$ cat src/rtl/mem_pkg.sv
// Shared types and constants for the memory arbiter: FSM state encoding,
// grant encoding, bus widths, the default starvation limit and the
// registered memory command payload.
package mem_pkg;

   localparam int unsigned ADR_W            = 30;
   localparam int unsigned DAT_W            = 32;
   localparam int unsigned BE_W             = 4;
   localparam int unsigned STARVE_W         = 2;
   localparam int unsigned STARVE_LIMIT_DEF = 3;

   typedef enum logic [1:0] {
      ST_IDLE = 2'd0,
      ST_BUSY = 2'd1,
      ST_DONE = 2'd2
   } state_t;

   typedef enum logic [1:0] {
      GNT_NONE = 2'd0,
      GNT_I    = 2'd1,
      GNT_D    = 2'd2,
      GNT_WB   = 2'd3
   } gnt_t;

   // One memory transaction as presented on the mem* outputs.
   typedef struct packed {
      logic             rwb;
      logic [ADR_W-1:0] adr;
      logic [DAT_W-1:0] wdata;
      logic [BE_W-1:0]  byteen;
   } mem_cmd_t;

endpackage

$ cat src/rtl/mem_arb_pick.sv
// Combinational grant selection.
// Ports:
//   i_ireq, i_dreq, i_wbreq : pending requests
//   i_starve                : instruction side has hit its starvation limit
//   o_gnt_c                 : winning requester (gnt_t encoding), GNT_NONE if idle
module mem_arb_pick
   import mem_pkg::*;
(
   input  logic       i_ireq,
   input  logic       i_dreq,
   input  logic       i_wbreq,
   input  logic       i_starve,
   output logic [1:0] o_gnt_c
);

   // A starved icache jumps the queue; otherwise writes drain before reads
   // so no read can overtake a queued write.
   always_comb begin
      o_gnt_c = GNT_NONE;
      if (i_starve && i_ireq) begin
         o_gnt_c = GNT_I;
      end else if (i_wbreq) begin
         o_gnt_c = GNT_WB;
      end else if (i_dreq) begin
         o_gnt_c = GNT_D;
      end else if (i_ireq) begin
         o_gnt_c = GNT_I;
      end
   end

endmodule

$ cat src/rtl/mem_arbiter.sv
// Arbitrates icache refill, dcache refill and write-buffer drain onto a
// single memory port: IDLE -> BUSY (memen held until memdone) -> DONE (ack).
// Ports:
//   clk, reset                     : clock, synchronous active-high reset
//   ireq/iadr/iack                 : icache read request, address, ack pulse
//   dreq/dadr/dack                 : dcache read request, address, ack pulse
//   wbreq/wbadr/wbdata/wbbyteen    : write-buffer request and payload
//   wback                          : write accepted pulse
//   rdata                          : read data, valid with iack/dack
//   memadr/memwdata/membyteen/memrwb/memen : registered memory command
//   memrdata/memdone               : memory response
module mem_arbiter
   import mem_pkg::*;
#(
   parameter int unsigned STARVE_LIMIT = STARVE_LIMIT_DEF
)(
   input  logic             clk,
   input  logic             reset,
   input  logic             ireq,
   input  logic [ADR_W-1:0] iadr,
   output logic             iack,
   input  logic             dreq,
   input  logic [ADR_W-1:0] dadr,
   output logic             dack,
   input  logic             wbreq,
   input  logic [ADR_W-1:0] wbadr,
   input  logic [DAT_W-1:0] wbdata,
   input  logic [BE_W-1:0]  wbbyteen,
   output logic             wback,
   output logic [DAT_W-1:0] rdata,
   output logic [ADR_W-1:0] memadr,
   output logic [DAT_W-1:0] memwdata,
   output logic [BE_W-1:0]  membyteen,
   input  logic [DAT_W-1:0] memrdata,
   output logic             memrwb,
   output logic             memen,
   input  logic             memdone
);

   // Counter is STARVE_W bits wide, so the limit must fit in it.
   localparam logic [STARVE_W-1:0] LP_STARVE_LIMIT = STARVE_W'(STARVE_LIMIT);

   state_t              r_state;
   state_t              w_state_nxt;
   gnt_t                r_gnt;
   gnt_t                w_gnt;
   logic [1:0]          w_gnt_raw;
   logic [STARVE_W-1:0] r_starve_cnt;
   mem_cmd_t            r_cmd;
   mem_cmd_t            w_win_cmd;
   logic                r_memen;
   logic                r_iack;
   logic                r_dack;
   logic                r_wback;
   logic [DAT_W-1:0]    r_rdata;
   logic                w_any_req;
   logic                w_starve;
   logic                w_grant;
   logic                w_finish;

   assign w_any_req = ireq | dreq | wbreq;
   assign w_starve  = (r_starve_cnt == LP_STARVE_LIMIT);

   mem_arb_pick u_pick (
      .i_ireq   (ireq),
      .i_dreq   (dreq),
      .i_wbreq  (wbreq),
      .i_starve (w_starve),
      .o_gnt_c  (w_gnt_raw)
   );

   assign w_gnt = gnt_t'(w_gnt_raw);

   // State register.
   always_ff @(posedge clk) begin
      if (reset) begin
         r_state <= ST_IDLE;
      end else begin
         r_state <= w_state_nxt;
      end
   end

   // Next state plus grant/finish strobes; arbitration happens only in IDLE.
   always_comb begin
      w_state_nxt = r_state;
      w_grant     = 1'b0;
      w_finish    = 1'b0;
      unique case (r_state)
         ST_IDLE: begin
            if (w_any_req) begin
               w_state_nxt = ST_BUSY;
               w_grant     = 1'b1;
            end
         end
         ST_BUSY: begin
            if (memdone) begin
               w_state_nxt = ST_DONE;
               w_finish    = 1'b1;
            end
         end
         ST_DONE: begin
            w_state_nxt = ST_IDLE;
         end
         default: begin
            w_state_nxt = ST_IDLE;
         end
      endcase
   end

   // Command for the current winner; reads carry full byte enables and zero data.
   always_comb begin
      w_win_cmd        = '0;
      w_win_cmd.rwb    = 1'b1;
      w_win_cmd.byteen = '1;
      case (w_gnt)
         GNT_WB: begin
            w_win_cmd.rwb    = 1'b0;
            w_win_cmd.adr    = wbadr;
            w_win_cmd.wdata  = wbdata;
            w_win_cmd.byteen = wbbyteen;
         end
         GNT_D:   w_win_cmd.adr = dadr;
         GNT_I:   w_win_cmd.adr = iadr;
         default: ;
      endcase
   end

   // Memory command, read data and ack pulses.
   always_ff @(posedge clk) begin
      if (reset) begin
         r_cmd   <= '{rwb: 1'b1, adr: '0, wdata: '0, byteen: '0};
         r_gnt   <= GNT_NONE;
         r_memen <= 1'b0;
         r_iack  <= 1'b0;
         r_dack  <= 1'b0;
         r_wback <= 1'b0;
         r_rdata <= '0;
      end else begin
         r_iack  <= 1'b0;
         r_dack  <= 1'b0;
         r_wback <= 1'b0;
         if (w_grant) begin
            r_cmd   <= w_win_cmd;
            r_gnt   <= w_gnt;
            r_memen <= 1'b1;
         end
         if (w_finish) begin
            r_memen <= 1'b0;
            if (r_cmd.rwb) begin
               r_rdata <= memrdata;
            end
            r_iack  <= (r_gnt == GNT_I);
            r_dack  <= (r_gnt == GNT_D);
            r_wback <= (r_gnt == GNT_WB);
         end
      end
   end

   // Counts consecutive non-instruction grants while ireq waits.
   always_ff @(posedge clk) begin
      if (reset) begin
         r_starve_cnt <= '0;
      end else if (!ireq) begin
         r_starve_cnt <= '0;
      end else if (w_grant) begin
         if (w_gnt == GNT_I) begin
            r_starve_cnt <= '0;
         end else if (r_starve_cnt != '1) begin
            r_starve_cnt <= r_starve_cnt + STARVE_W'(1);
         end
      end
   end

   assign memen     = r_memen;
   assign memrwb    = r_cmd.rwb;
   assign memadr    = r_cmd.adr;
   assign memwdata  = r_cmd.wdata;
   assign membyteen = r_cmd.byteen;
   assign rdata     = r_rdata;
   assign iack      = r_iack;
   assign dack      = r_dack;
   assign wback     = r_wback;

endmodule

$ cat config.mk
export PLATFORM = sky130hd
export DESIGN_NAME = mem_arbiter
export DESIGN_NICKNAME = d
export VERILOG_FILES = /design/src/rtl/mem_pkg.sv /design/src/rtl/mem_arb_pick.sv /design/src/rtl/mem_arbiter.sv
export SDC_FILE = /design/constraint.sdc
export NUM_CORES = 1
export LEC_CHECK = 0
export CORE_MARGIN = 10
export CORE_UTILIZATION = 30
export DETAILED_ROUTE_END_ITERATION = 8
export PLACE_DENSITY = 0.65
export SETUP_SLACK_MARGIN = 0.3
export SKIP_CTS_REPAIR_TIMING = 1
export SYNTH_ARGS = -nofsm -noshare
export SYNTH_HDL_FRONTEND = slang
export SYNTH_HIERARCHICAL = 1
export SYNTH_SLANG_ARGS = --single-unit
$ cat constraint.sdc
create_clock -name clk -period 5 [get_ports clk]
set_input_delay 1.25 -clock clk [delete_from_list [all_inputs] [get_ports clk]]
set_output_delay 1.25 -clock clk [all_outputs]
set_load 0.005 [all_outputs]
# --- After elaboration in Yosys (flattened, before gate mapping) ---
# Index checks and enable logic that the tools add are counted.
word_totals:
  in_bits: 164
  word_cells: 53
  register_bits: 109
  output_inout_bits: 103
classes:
  n_reduce_logical: 9
  bitwise_logic: 4
  eq_ne: 11
  muxes: 16
  add_sub_neg: 1
ops:
  columns: ["cell", "n"]
  rows:
  - ["$pmux 30 s3", 1]
  - ["$mux 36", 1]
  - ["$mux 2", 7]
  - ["$eq 2x2->1 const B", 5]
  - ["$eq 2x1->1 const B", 3]
  - ["$mux 1", 6]
  - ["$ne 2x2->1 const B", 3]
  - ["$reduce_and 2->1", 3]
  - ["$reduce_or 2->1", 3]
  - ["$pmux 2 s2", 1]
  - ["$add 2x1->2 const B", 1]
  - ["$logic_not 2->1", 1]
  - ["$not 1->1", 2]
  - ["$or 1x1->1", 2]
  - ["$reduce_bool 2->1", 1]
  - ["$logic_and 1x1->1", 1]

# --- Longest topological paths before layout ---
# Gate-level depths: netlist of run 1.
depth:
  word_depth: 7
  mapped_depth: 9
  depth_no_buf: 6

# --- Modules after synthesis ---
# The synthesis of run 1 kept the hierarchy.
modules_own_cells:
  columns: ["mod", "instances", "cells_per_inst", "area_per_inst_um2", "seq_area_each_um2"]
  rows:
  - ["mem_arbiter", 1, 536, 4688.2, 2182.1]
  - ["mem_arb_pick", 1, 4, 22.5, 0.0]

# --- Worst setup path before layout of run 1 ---
# No wires, ideal clock.
synth_timing:
  path_type: "input -> register"
  start: "in dreq"
  end: "reg r_cmd (netlist bit memadr[22])"
  arrival_time_ns: 2.264
  required_time_ns: 4.866
  path_slack_ns: 2.601
  setup_time_ns: 0.134
  n_path_buf: 2
  path_stages: 7
  path_cell_list: "nand2b_1 > a21o_1 > buf_4 > buf_2 > mux2_2 > a22oi_1 > a211oi_1"
synth_between:
  elab_chain_len: 5
  word_cells_on_any_way: 11
  classes_between: "3 x eq/ne; 6 x mux; 2 x bitwise"
synth_lines:
  columns: ["element", "line_no", "text"]
  rows:
  - ["start, declared", "mem_arbiter.sv:22", "input logic dreq,"]
  - ["$mux 2 (*)", "mem_arb_pick.sv:24", "end else if (i_dreq) begin"]
  - ["$mux 2 (*)", "mem_arb_pick.sv:22", "end else if (i_wbreq) begin"]
  - ["$mux 2 (*)", "mem_arb_pick.sv:20", "if (i_starve && i_ireq) begin"]
  - ["via w_gnt[0]", "mem_arbiter.sv:46", "gnt_t w_gnt;"]
  - ["$eq 2x1->1 or $eq 2x2->1 (tied branches)", "mem_arbiter.sv:115", "case (w_gnt)"]
  - ["$pmux 30 s3 (*)", "mem_arbiter.sv:115", null]
  - ["end signal, assigned", "mem_arbiter.sv:131", "r_cmd <= '{rwb: 1'b1, adr: '0, wdata: '0, byteen: '0};"]
  - ["end signal, assigned", "mem_arbiter.sv:143", "r_cmd <= w_win_cmd;"]
  - ["end, declared", "mem_arbiter.sv:49", "mem_cmd_t r_cmd;"]
# The timed path passes the listed nets; every way through them passes the cells marked *.
# A chain may end at the register's enable or synchronous reset.

# --- Worst setup path after layout of run 1 ---
layout_timing:
  start: "in ireq"
  end: "reg r_cmd (netlist bit memwdata[8])"
layout_between:
  elab_chain_len: 6
  word_cells_on_any_way: 11
  classes_between: "1 x eq/ne; 7 x mux; 2 x bitwise; 1 x reduce/logical"
layout_lines:
  columns: ["element", "line_no", "text"]
  rows:
  - ["start, declared", "mem_arbiter.sv:19", "input logic ireq,"]
  - ["$mux 1", "mem_arb_pick.sv:26", "end else if (i_ireq) begin"]
  - ["$mux 2", "mem_arb_pick.sv:24", null]
  - ["$mux 2", "mem_arb_pick.sv:22", null]
  - ["$mux 2 (*)", "mem_arb_pick.sv:20", null]
  - ["via w_gnt[0]", "mem_arbiter.sv:46", null]
  - ["$eq 2x2->1 (*)", "mem_arbiter.sv:115", null]
  - ["$mux 36 (*)", "mem_arbiter.sv:115", null]
# Marked as above.

==> results of run 1 <==
worst max-delay path: cells and delay by family:
kind                   cells  cell delay (ns)
and+or+nand+nor            2             0.78
buffers and inverters      2             0.95
AOI/OAI and AO/OA          2             0.64
layout by cell type (no fill, tap or decap), types with 2 or more instances in the layout:
cell type	n
sky130_fd_sc_hd__clkbuf_16	9
sky130_fd_sc_hd__clkinvlp_4	4
sky130_fd_sc_hd__o2bb2ai_1	2
sky130_fd_sc_hd__clkdlybuf4s50_1	265
sky130_fd_sc_hd__a22oi_1	30
sky130_fd_sc_hd__nor4_1	4
sky130_fd_sc_hd__nand2_1	69
sky130_fd_sc_hd__o21ai_1	5
sky130_fd_sc_hd__mux2_2	30
sky130_fd_sc_hd__inv_1	3
sky130_fd_sc_hd__nand3_1	3
sky130_fd_sc_hd__o21ai_0	29
sky130_fd_sc_hd__nor2_1	2
sky130_fd_sc_hd__a21oi_1	102
sky130_fd_sc_hd__nor3_1	5
sky130_fd_sc_hd__buf_4	11
sky130_fd_sc_hd__nand4_1	32
sky130_fd_sc_hd__dfxtp_1	109
sky130_fd_sc_hd__nor2b_1	2
sky130_fd_sc_hd__and2_1	2
sky130_fd_sc_hd__a211oi_1	30
layer usage:
metal | GRT usage, % | up-vias
li1 | - | 2414
met1 | 18.8 | 2266
met2 | 27.8 | 212
met3 | 7.11 | 24
met4 | 5.51 | 0
met5 | 0 | -
Yosys cell counts (2+ instances only):
| library cell | count |
|---|---|
| sky130_fd_sc_hd__inv_1 | 3 |
| sky130_fd_sc_hd__nor2_1 | 3 |
| sky130_fd_sc_hd__o21ai_0 | 29 |
| sky130_fd_sc_hd__nor2b_1 | 3 |
| sky130_fd_sc_hd__a211oi_1 | 30 |
| sky130_fd_sc_hd__a21oi_1 | 103 |
| sky130_fd_sc_hd__buf_6 | 2 |
| sky130_fd_sc_hd__and2_1 | 2 |
| sky130_fd_sc_hd__o2bb2ai_1 | 2 |
| sky130_fd_sc_hd__a22oi_1 | 30 |
| sky130_fd_sc_hd__mux2_2 | 30 |
| sky130_fd_sc_hd__nor4_1 | 4 |
| sky130_fd_sc_hd__buf_4 | 6 |
| sky130_fd_sc_hd__buf_1 | 3 |
| sky130_fd_sc_hd__nor3_1 | 5 |
| sky130_fd_sc_hd__clkbuf_1 | 22 |
| sky130_fd_sc_hd__nand2_1 | 69 |
| sky130_fd_sc_hd__nand3_1 | 3 |
| sky130_fd_sc_hd__nand4_1 | 32 |
| sky130_fd_sc_hd__buf_2 | 27 |
| sky130_fd_sc_hd__dfxtp_1 | 109 |
| sky130_fd_sc_hd__o21ai_1 | 5 |
layout make-up:
| type | instances | area (um2) | area share [%] |
|---|---|---|---|
| clock buffer | 11 | 243 | 3.14 |
| clock inverter | 5 | 60.1 | 0.777 |
| inverter | 3 | 11.3 | 0.146 |
| multi-input combinational | 366 | 2230 | 28.9 |
| sequential | 109 | 2180 | 28.2 |
| tap | 211 | 264 | 3.42 |
| timing repair buffer | 276 | 2740 | 35.4 |
cells by family after synthesis:
kind of cell | Yosys count | share of synthesized area (%)
muxes | 30 | 7.17
DFF | 109 | 46.3
adders and majority gates | 1 | 0.266
and+or+nand+nor | 132 | 14.2
buffers and inverters | 65 | 6.80
AOI/OAI and AO/OA | 203 | 25.2
through the flow:
| step | util (%) | std cells | total power [mW] | hold slack [ns] | setup WS (ns) |
|---|---|---|---|---|---|
| after CTS | 50.4 | 981 | 2.25 | 0.443 | 1.63 |
| after global placement | 48.5 | 965 | 1.52 | 0.420 | 1.37 |
| after floorplan | - | 540 | 1.21 | 0.411 | 2.60 |
| after detailed placement | 48.5 | 965 | 1.53 | 0.432 | 1.26 |
| final | 50.4 | 981 | 2.23 | 0.437 | 1.64 |
| after global routing | 50.4 | 981 | 2.33 | 0.471 | 1.43 |
path summary, 6_finish.rpt:
kind	to	start	slack (ns)	cells after the start
setup / recovery	memwdata[8]	ireq	1.64	6
hold / removal	iack	r_gnt[1]	0.44	1
setup reg to reg	memwdata[8]	r_starve_cnt[0]	2.36	7
hold reg to reg	iack	r_gnt[1]	0.44	1
flip-flops by register name, summed over array words and instances (netlist names):
register	count
wback	1
dack	1
membyteen	4
r_state	2
r_gnt	2
memwdata	32
iack	1
memrwb	1
r_starve_cnt	2
rdata	32
memen	1
memadr	30
report_power, final:
part / switching [mW] / leakage [nW] / total [mW] / internal, mW
Clock: 0.319 / 0.134 / 0.721 / 0.402
Combinational: 0.225 / 1.67 / 0.531 / 0.306
Sequential: 0.0373 / 0.894 / 0.973 / 0.935
==> run metrics, run 1 <==
minimum period implied by the final worst setup slack 3.36 ns; largest net degree at the start of global routing 70; gpl congestion 0.809; Synth cell types 40; Detail Route Antenna Nets 0; Post-Syn Area per Cell 8.72 um2; total core area 15300 um2; largest driver fanout on the critical path 17; number of enable flip-flop cells after synthesis 0; post-synthesis instance area 4710 um2; H-tree depth 3; type of the tightest min-delay check flip-flop to flip-flop; slew at the pin with the worst max-slew slack 1.10 ns; chain of cells forming the critical path clkdlybuf4s50_1 -> a21o_1 -> and2_1 -> buf_4 -> nand4_1 -> a21oi_1; I/O pin count 267; Routed WL 18400 um; share of async-settable or async-resettable flops after synthesis 0%; total number of clock tree sinks 109; leakage power 2.70 nW; number of antenna violations at the first check in global routing 0; critical path endpoint category flip-flop; clock-pin transition on the worst setup and hold timing paths 0.07 ns; Worst Setup Start Kind primary input; final cycle utilization of the critical path 67.3%; Yosys top cell by area sky130_fd_sc_hd__dfxtp_1; number of setup violations in the final report 0; Max Buffers Root-to-Sink 2; vias after detailed routing 4916; most used flip-flop cell after synthesis sky130_fd_sc_hd__dfxtp_1; CTS root buffer sky130_fd_sc_hd__clkbuf_16; post-DR vias/cell 5.01; count of mapped cells out of synthesis 540; share of final-layout standard cells stronger than drive strength 1 8.44%; Pwr Density 288 nW/um2; highest layer used for signal routing met4; total grt overflow 0; M1 wire length 7590 um; count of warnings emitted by yosys 6; site row count 45; slowest library cell on the worst path sky130_fd_sc_hd__and2_1; die boundary height 145 um; class of the most critical setup path primary input to flip-flop; number of buffers added on ports 266; area share of the largest cell type after synthesis 46.3%; data required time at the worst endpoint 5.27 ns; clock buffer count from CTS 9; first drt pass iteration count 5; number of violations of the max-capacitance limit 0; fin area 7720 um2; worst-case clock skew 0.00866 ns; post-detailed-placement half-perimeter wirelength 14000 um; Antenna Cells 0; status finished, final reports clean; worst relative slew slack 26.7%; most area-consuming cells after synthesis sky130_fd_sc_hd__dfxtp_1, sky130_fd_sc_hd__a21oi_1, sky130_fd_sc_hd__mux2_2; wire length of the first global-routing pass 28800 um; clock tree from TritonCTS built; total routing resource utilization after global routing 16.7%; number of nets in the synthesized netlist 705; total count of hold-check failures in the final report 0; fillers 1452; share of synthesized area occupied by flip-flops and latches 46.3%; initial core utilization 30.8%; area of the die 21100 um2; fin. max-slew vios 0; instance area at placement 7420 um2; met3 WL 1770 um; CP arrival 3.63 ns; count of routing violations after the opening detailed-route iteration 220; RSZ-0062 raised after global routing no; sum of negative setup slack 0 ns; P&R area growth vs syn 64.0%; post-detailed-route DRC marker count 0; horizontal die dimension 145 um; detailed-route wire length per cell 18.7 um; Highest Clock Rate 297 MHz; maximum cell stage delay along the critical path 0.66 ns; number of global-route vias before repair 5185; insertion delay to the later sink of the worst-skew pair 0.35 ns; number of nets at the end of the flow 930; DR WL met2 8690 um; Synth Register Bits 109; worst vdd ir 0.170 mV
(Power assumes the default switching activity.)
==> run 2: changes to the inputs <==
PLACE_DENSITY = 0.68   (was 0.65)
clock period = 2.8 ns   (was 5 ns; I/O delays follow)
==> run 2 against run 1 <==
Compared with the run above: flip-flop and latch count unchanged; register-to-register slack worse by 1.6 ns; utilization up 0.45 points; cell area up 0.89%; clock-buffer cell count down 2; sequential power up 79%; die area unchanged; global-route usage down 0.082 points.
==> run metrics, run 2 (same netlist as run 1, synthesis figures left out) <==
total core area 15300 um2 (unchanged); minimum period implied by the final worst setup slack 2.24 ns; source of the worst hold timing path r_gnt[0] (was r_gnt[1]); detailed-route wire length per cell 18.6 um (was 18.7 um); Max Buffers Root-to-Sink 2 (unchanged); CTS root buffer sky130_fd_sc_hd__clkbuf_16 (unchanged); H-tree depth 3 (unchanged); status finished, final reports clean (unchanged); worst relative slew slack 46.3% (was 26.7%); total routing resource utilization after global routing 16.6% (was 16.7%); fin area 7790 um2 (was 7720 um2); post-detailed-route DRC marker count 0 (unchanged); vias after detailed routing 4972 (was 4916); first drt pass iteration count 4 (was 5); number of stages on the worst hold path 2 (was 1); area of the die 21100 um2 (unchanged); horizontal die dimension 145 um (unchanged); data required time at the worst endpoint 3.00 ns (was 5.27 ns); post-layout utilization of the core 50.9% (was 50.4%); share of final-layout standard cells stronger than drive strength 1 8.93% (was 8.44%); insertion delay to the later sink of the worst-skew pair 0.35 ns (about the same); I/O pin count 267 (unchanged); footprint of the multi-input gates 2230 um2 (about the same); Highest Clock Rate 446 MHz; count of routing violations after the opening detailed-route iteration 225 (was 220); fin. max-slew vios 0 (unchanged); largest net degree at the start of global routing 72 (was 70); Routed WL 18300 um (was 18400 um); number of antenna violations at the first check in global routing 0 (unchanged); post-detailed-placement half-perimeter wirelength 13600 um (was 14000 um); total count of hold-check failures in the final report 0 (unchanged); total grt overflow 0 (unchanged); number of nets at the end of the flow 933 (was 930); CP arrival 2.44 ns (was 3.63 ns); initial core utilization 30.8% (unchanged); pre-CTS WS 0.0757 ns (was 1.26 ns); die boundary height 145 um (unchanged); number of global-route vias before repair 5230 (was 5185); clock-pin transition on the worst setup and hold timing paths 0.07 ns (about the same); clock buffer count from CTS 9 (unchanged); commonest non-fill, non-tap cells in the layout sky130_fd_sc_hd__clkdlybuf4s50_1, sky130_fd_sc_hd__dfxtp_1, sky130_fd_sc_hd__a21oi_1 (unchanged); total number of clock tree sinks 109 (unchanged); Reg area 2180 um2 (unchanged); fillers 1410 (was 1452); origin of the worst setup path ireq (unchanged); class of the most critical setup path primary input to flip-flop (unchanged); Pwr Density 504 nW/um2 (was 288 nW/um2); final cycle utilization of the critical path 80.1%; startpoint of the lowest-slack register-to-register path r_starve_cnt[0] (unchanged); instance area at placement 7510 um2 (was 7420 um2); gpl congestion 0.765 (was 0.809); number of cell instances on the worst register-to-register path 7 (unchanged); largest driver fanout on the critical path 32 (was 17); clock tree from TritonCTS built (unchanged); number of setup violations in the final report 0 (unchanged); Overall Power 3.93 mW (was 2.23 mW); number of violations of the max-capacitance limit 0 (unchanged); post-DR vias/cell 5.05 (was 5.01); RSZ-0062 raised after global routing no (unchanged); leakage power 2.75 nW (was 2.70 nW); wire length of the first global-routing pass 28800 um (unchanged); worst-case clock skew 0.00940 ns (was 0.00866 ns); worst vdd ir 0.291 mV (was 0.170 mV); most common cell after layout, fill and taps aside sky130_fd_sc_hd__clkdlybuf4s50_1 (unchanged); site row count 45 (unchanged); type of the tightest min-delay check flip-flop to flip-flop (unchanged); Worst Setup Start Kind primary input (unchanged); P&R area growth vs syn 65.4% (was 64.0%); sum of negative setup slack 0 ns (unchanged); Antenna Cells 0 (unchanged); final setup slack of the worst path 0.557 ns (was 1.64 ns); critical path endpoint category flip-flop (unchanged); Detail Route Antenna Nets 0 (unchanged); number of buffers added on ports 266 (unchanged); slew at the pin with the worst max-slew slack 0.804 ns (was 1.10 ns)
-- run 2: cell count changes in the layout (fill, tap and decap cells not counted), moves of 2 or more --
cell | previous run | this run
sky130_fd_sc_hd__clkinvlp_4 | 4 | 1
sky130_fd_sc_hd__clkinv_4 | 0 | 2
sky130_fd_sc_hd__inv_6 | 0 | 3
sky130_fd_sc_hd__buf_4 | 11 | 9
sky130_fd_sc_hd__buf_12 | 0 | 5
-- run 2: layer usage --
layer | vias to the layer above | global-route usage, % | share of wire [%]
met5 | - | 0 | 0
met4 | 0 | 5.01 | 1.6
met3 | 23 | 6.24 | 8.5
met2 | 216 | 27.7 | 48
met1 | 2308 | 19.4 | 42
li1 | 2425 | - | -
-- run 2: where the power goes --
part | leakage (nW) | internal [mW] | switching (mW)
clock | 0.137 | 0.615 | 0.607
combinational | 1.71 | 0.565 | 0.406
sequential | 0.894 | 1.67 | 0.0668
total | 2.75 | 2.85 | 1.08
-- run 2: cell type report --
type                       instances  area share [%]
timing repair buffer             279            36.2
multi-input combinational        366            28.7
sequential                       109            28.0
tap                              211            3.39
clock buffer                       9            2.89
clock inverter                     7           0.722
inverter                           3           0.144
-- run 2: worst paths after layout --
| check | to | slack [ns] |
|---|---|---|
| worst max-delay path | memadr[28] | 0.56 |
| worst min-delay path | iack | 0.45 |
| worst max register to register | memadr[28] | 0.75 |
| worst min register to register | iack | 0.45 |
-- run 2: through the flow --
stage                     cells  hold WS (ns)
after CTS                   984         0.457
after global placement      968         0.436
final                       984         0.453
after detailed placement    968         0.446
after global routing        984         0.467
after floorplan             540         0.411
-- run 2: critical path: stages --
cell and delay, ns:
sky130_fd_sc_hd__clkdlybuf4s50_1 0.61, sky130_fd_sc_hd__a21o_1 0.23, sky130_fd_sc_hd__buf_12 0.23, sky130_fd_sc_hd__mux2_2 0.38
sky130_fd_sc_hd__a22oi_1 0.19, sky130_fd_sc_hd__a211oi_1 0.11
==> patch (config.mk and constraints of run 2) <==
Change the package constant `STARVE_W` from 2 to 4.
--- a/src/rtl/mem_pkg.sv
+++ b/src/rtl/mem_pkg.sv
@@ -6,7 +6,7 @@
    localparam int unsigned ADR_W            = 30;
    localparam int unsigned DAT_W            = 32;
    localparam int unsigned BE_W             = 4;
-   localparam int unsigned STARVE_W         = 2;
+   localparam int unsigned STARVE_W         = 4;
    localparam int unsigned STARVE_LIMIT_DEF = 3;
 
    typedef enum logic [1:0] {
Formal check against the unedited RTL: same outputs for any inputs over 10 cycles, from zero or initial values and one cycle with reset high; that may be too few to reach the edited logic, so the function may still have changed.
==> patch against run 2 <==
  * Cell count up 1.7%
  * Core utilization increased by 0.78 points
  * Fmax decreased by 2.1%
  * Synthesized cell count rose by 2.2%
  * Wire length grew 1.7%
  * Sequential cell count grew 2
  * Design area is 1.5% higher
  * First-iteration DRC count up 35%
  * Register-to-register slack got worse by 0.24 ns
  * Area after synthesis up 0.45%
  * Setup slack got worse by 0.047 ns
  * Power rose by 1.2%
  * Hold slack got worse by 0.0058 ns
==> patch: results (changes against run 2) <==
metric;value;unit;change
status;finished clean;;unchanged
hold_path_depth;2;;unchanged
drt-initial-drc-count;304;;was 225
reg2regPathDepth;8;;was 7
gr-usage-all-layers;0.170;;was 0.166
drt-pass1-iter-count;4;;unchanged
grt_pass1_wl;29400;microns;was 28,800 microns
cts_max_level;3;;unchanged
ys_warn_count;6;;unchanged
cap_violations;0;;unchanged
grt_pass1_vias;5179;;was 5,230
io_buffers;266;;unchanged
worst_slew_pin_slew;0.752;ns;was 0.804 ns
synth_ff_type;dfxtp_1;;unchanged
synth_commonest_cells;111 x dfxtp_1, 103 x a21oi_1, 71 x nand2_1, 41 x clkbuf_1, 35 x o21ai_0;;was 109 x dfxtp_1, 103 x a21oi_1, 69 x nand2_1, 32 x nand4_1
place_hpwl;13900;microns;was 13,600 microns
clockBufferDepth;2;;unchanged
antenna_found_initial;0;;unchanged
synth_cells;552;;was 540
async_reset_ff_frac;0;;unchanged
dpl.cell_count;985;;was 968
p_leak;2.80;nW;was 2.75 nW
p_int;2.90;mW;was 2.85 mW
drive_above_1_share;0.0911;;was 0.0893
clk_pin_slew;0.08;ns;
gp_congestion;0.834;;was 0.765
yosysUniqueCellTypes;35;;was 40
viasPerCell;5.09;;was 5.05
fin_skew;0.00849;ns;was 0.00940 ns
ys_seq_area_frac;0.470;;was 0.463
hold_class;flop to flop;;unchanged
nets;950;;was 933
wl_per_cell;18.6;microns;about the same
worstPathArrival;2.55;ns;was 2.44 ns
diodes;0;;unchanged
irDropWorstVdd;0.288;mV;was 0.291 mV
cts_inserted_buffers;9;;unchanged
grt_max_degree;56;;was 72
insertion_delay;0.35;ns;about the same
instances_no_fill;1001;;was 984
crit_path_max_fanout;30;;was 32
cts-root-buf;clkbuf_16;;unchanged
syn_nets;717;;was 705
synth_area_leaders;dfxtp_1 47%, a21oi_1 11%, mux2_2 7.1%, nand2_1 5.6%, a211oi_1 5.2%;;was dfxtp_1 46%, a21oi_1 11%, mux2_2 7.2%, nand2_1 5.5%, a211oi_1 4.8%
==> patch: cell count changes after synthesis, sizes merged, moves of 2 or more <==
cell and delta:
and3 +2, o2bb2ai -2, o22ai +2, clkbuf +17
nand2 +2, nand2b +3, dfxtp +2, a211oi +3
buf -18, a31oi +2
==> patch: cells by family after synthesis <==
group           synth area share
buf+inv                   0.0537
compound gates             0.258
simple gates               0.144
fa+ha+maj                0.00264
mux                       0.0714
flops                      0.470
==> patch: final cells by class <==
| type | instances | area [sq um] |
|---|---|---|
| multi-input cells | 378 | 2290 |
| well taps | 211 | 264 |
| inverters | 2 | 7.51 |
| flip-flops and latches | 111 | 2220 |
| fillers | 1408 | 7400 |
| clock buffers | 11 | 243 |
| clock inverters | 5 | 40.0 |
| repair buffers | 283 | 2850 |
==> patch: metal layers <==
metal  track usage  wire (microns)  vias to the layer above
met5             0               0                        -
met4        0.0536             280                        0
met3        0.0571            1370                       20
met2         0.294            9500                      199
met1         0.193            7500                     2382
li1              -               -                     2495
==> patch: worst paths after layout <==
| path | from | to | slack, ns |
|---|---|---|---|
| max | r_starve_cnt[0] | memadr[28] | 0.51 |
| min reg2reg | r_gnt[1] | dack | 0.45 |
| max reg2reg | r_starve_cnt[0] | memadr[28] | 0.51 |
| min | r_gnt[1] | dack | 0.45 |
==> patch: through the flow <==
step	setup WS, ns	instance area, sq um
floorplan	0.813	4730
global placement	0.290	7620
detailed placement	0.184	7620
CTS	0.263	7900
global route	0.307	7910
finish	0.510	7910
==> patch: worst max-delay path: stages (launching register included) <==
cell and delay [ns]:
dfxtp_1 0.37, ha_1 0.21, nor3b_2 0.30, nand2b_1 0.15, a21o_1 0.22, nor2b_2 0.29
buf_8 0.25, a22oi_1 0.13, a211oi_1 0.28
==> patch: power by group through the flow <==
stage	Sequential, mW	Combinational [mW]	Clock [mW]
5_1_grt	1.78	1.06	1.34
4_1_cts	1.77	0.985	1.28
6_report	1.77	0.975	1.23
3_3_place_gp	1.80	0.970	0
3_5_place_dp	1.80	0.982	0
2_1_floorplan	1.80	0.380	0
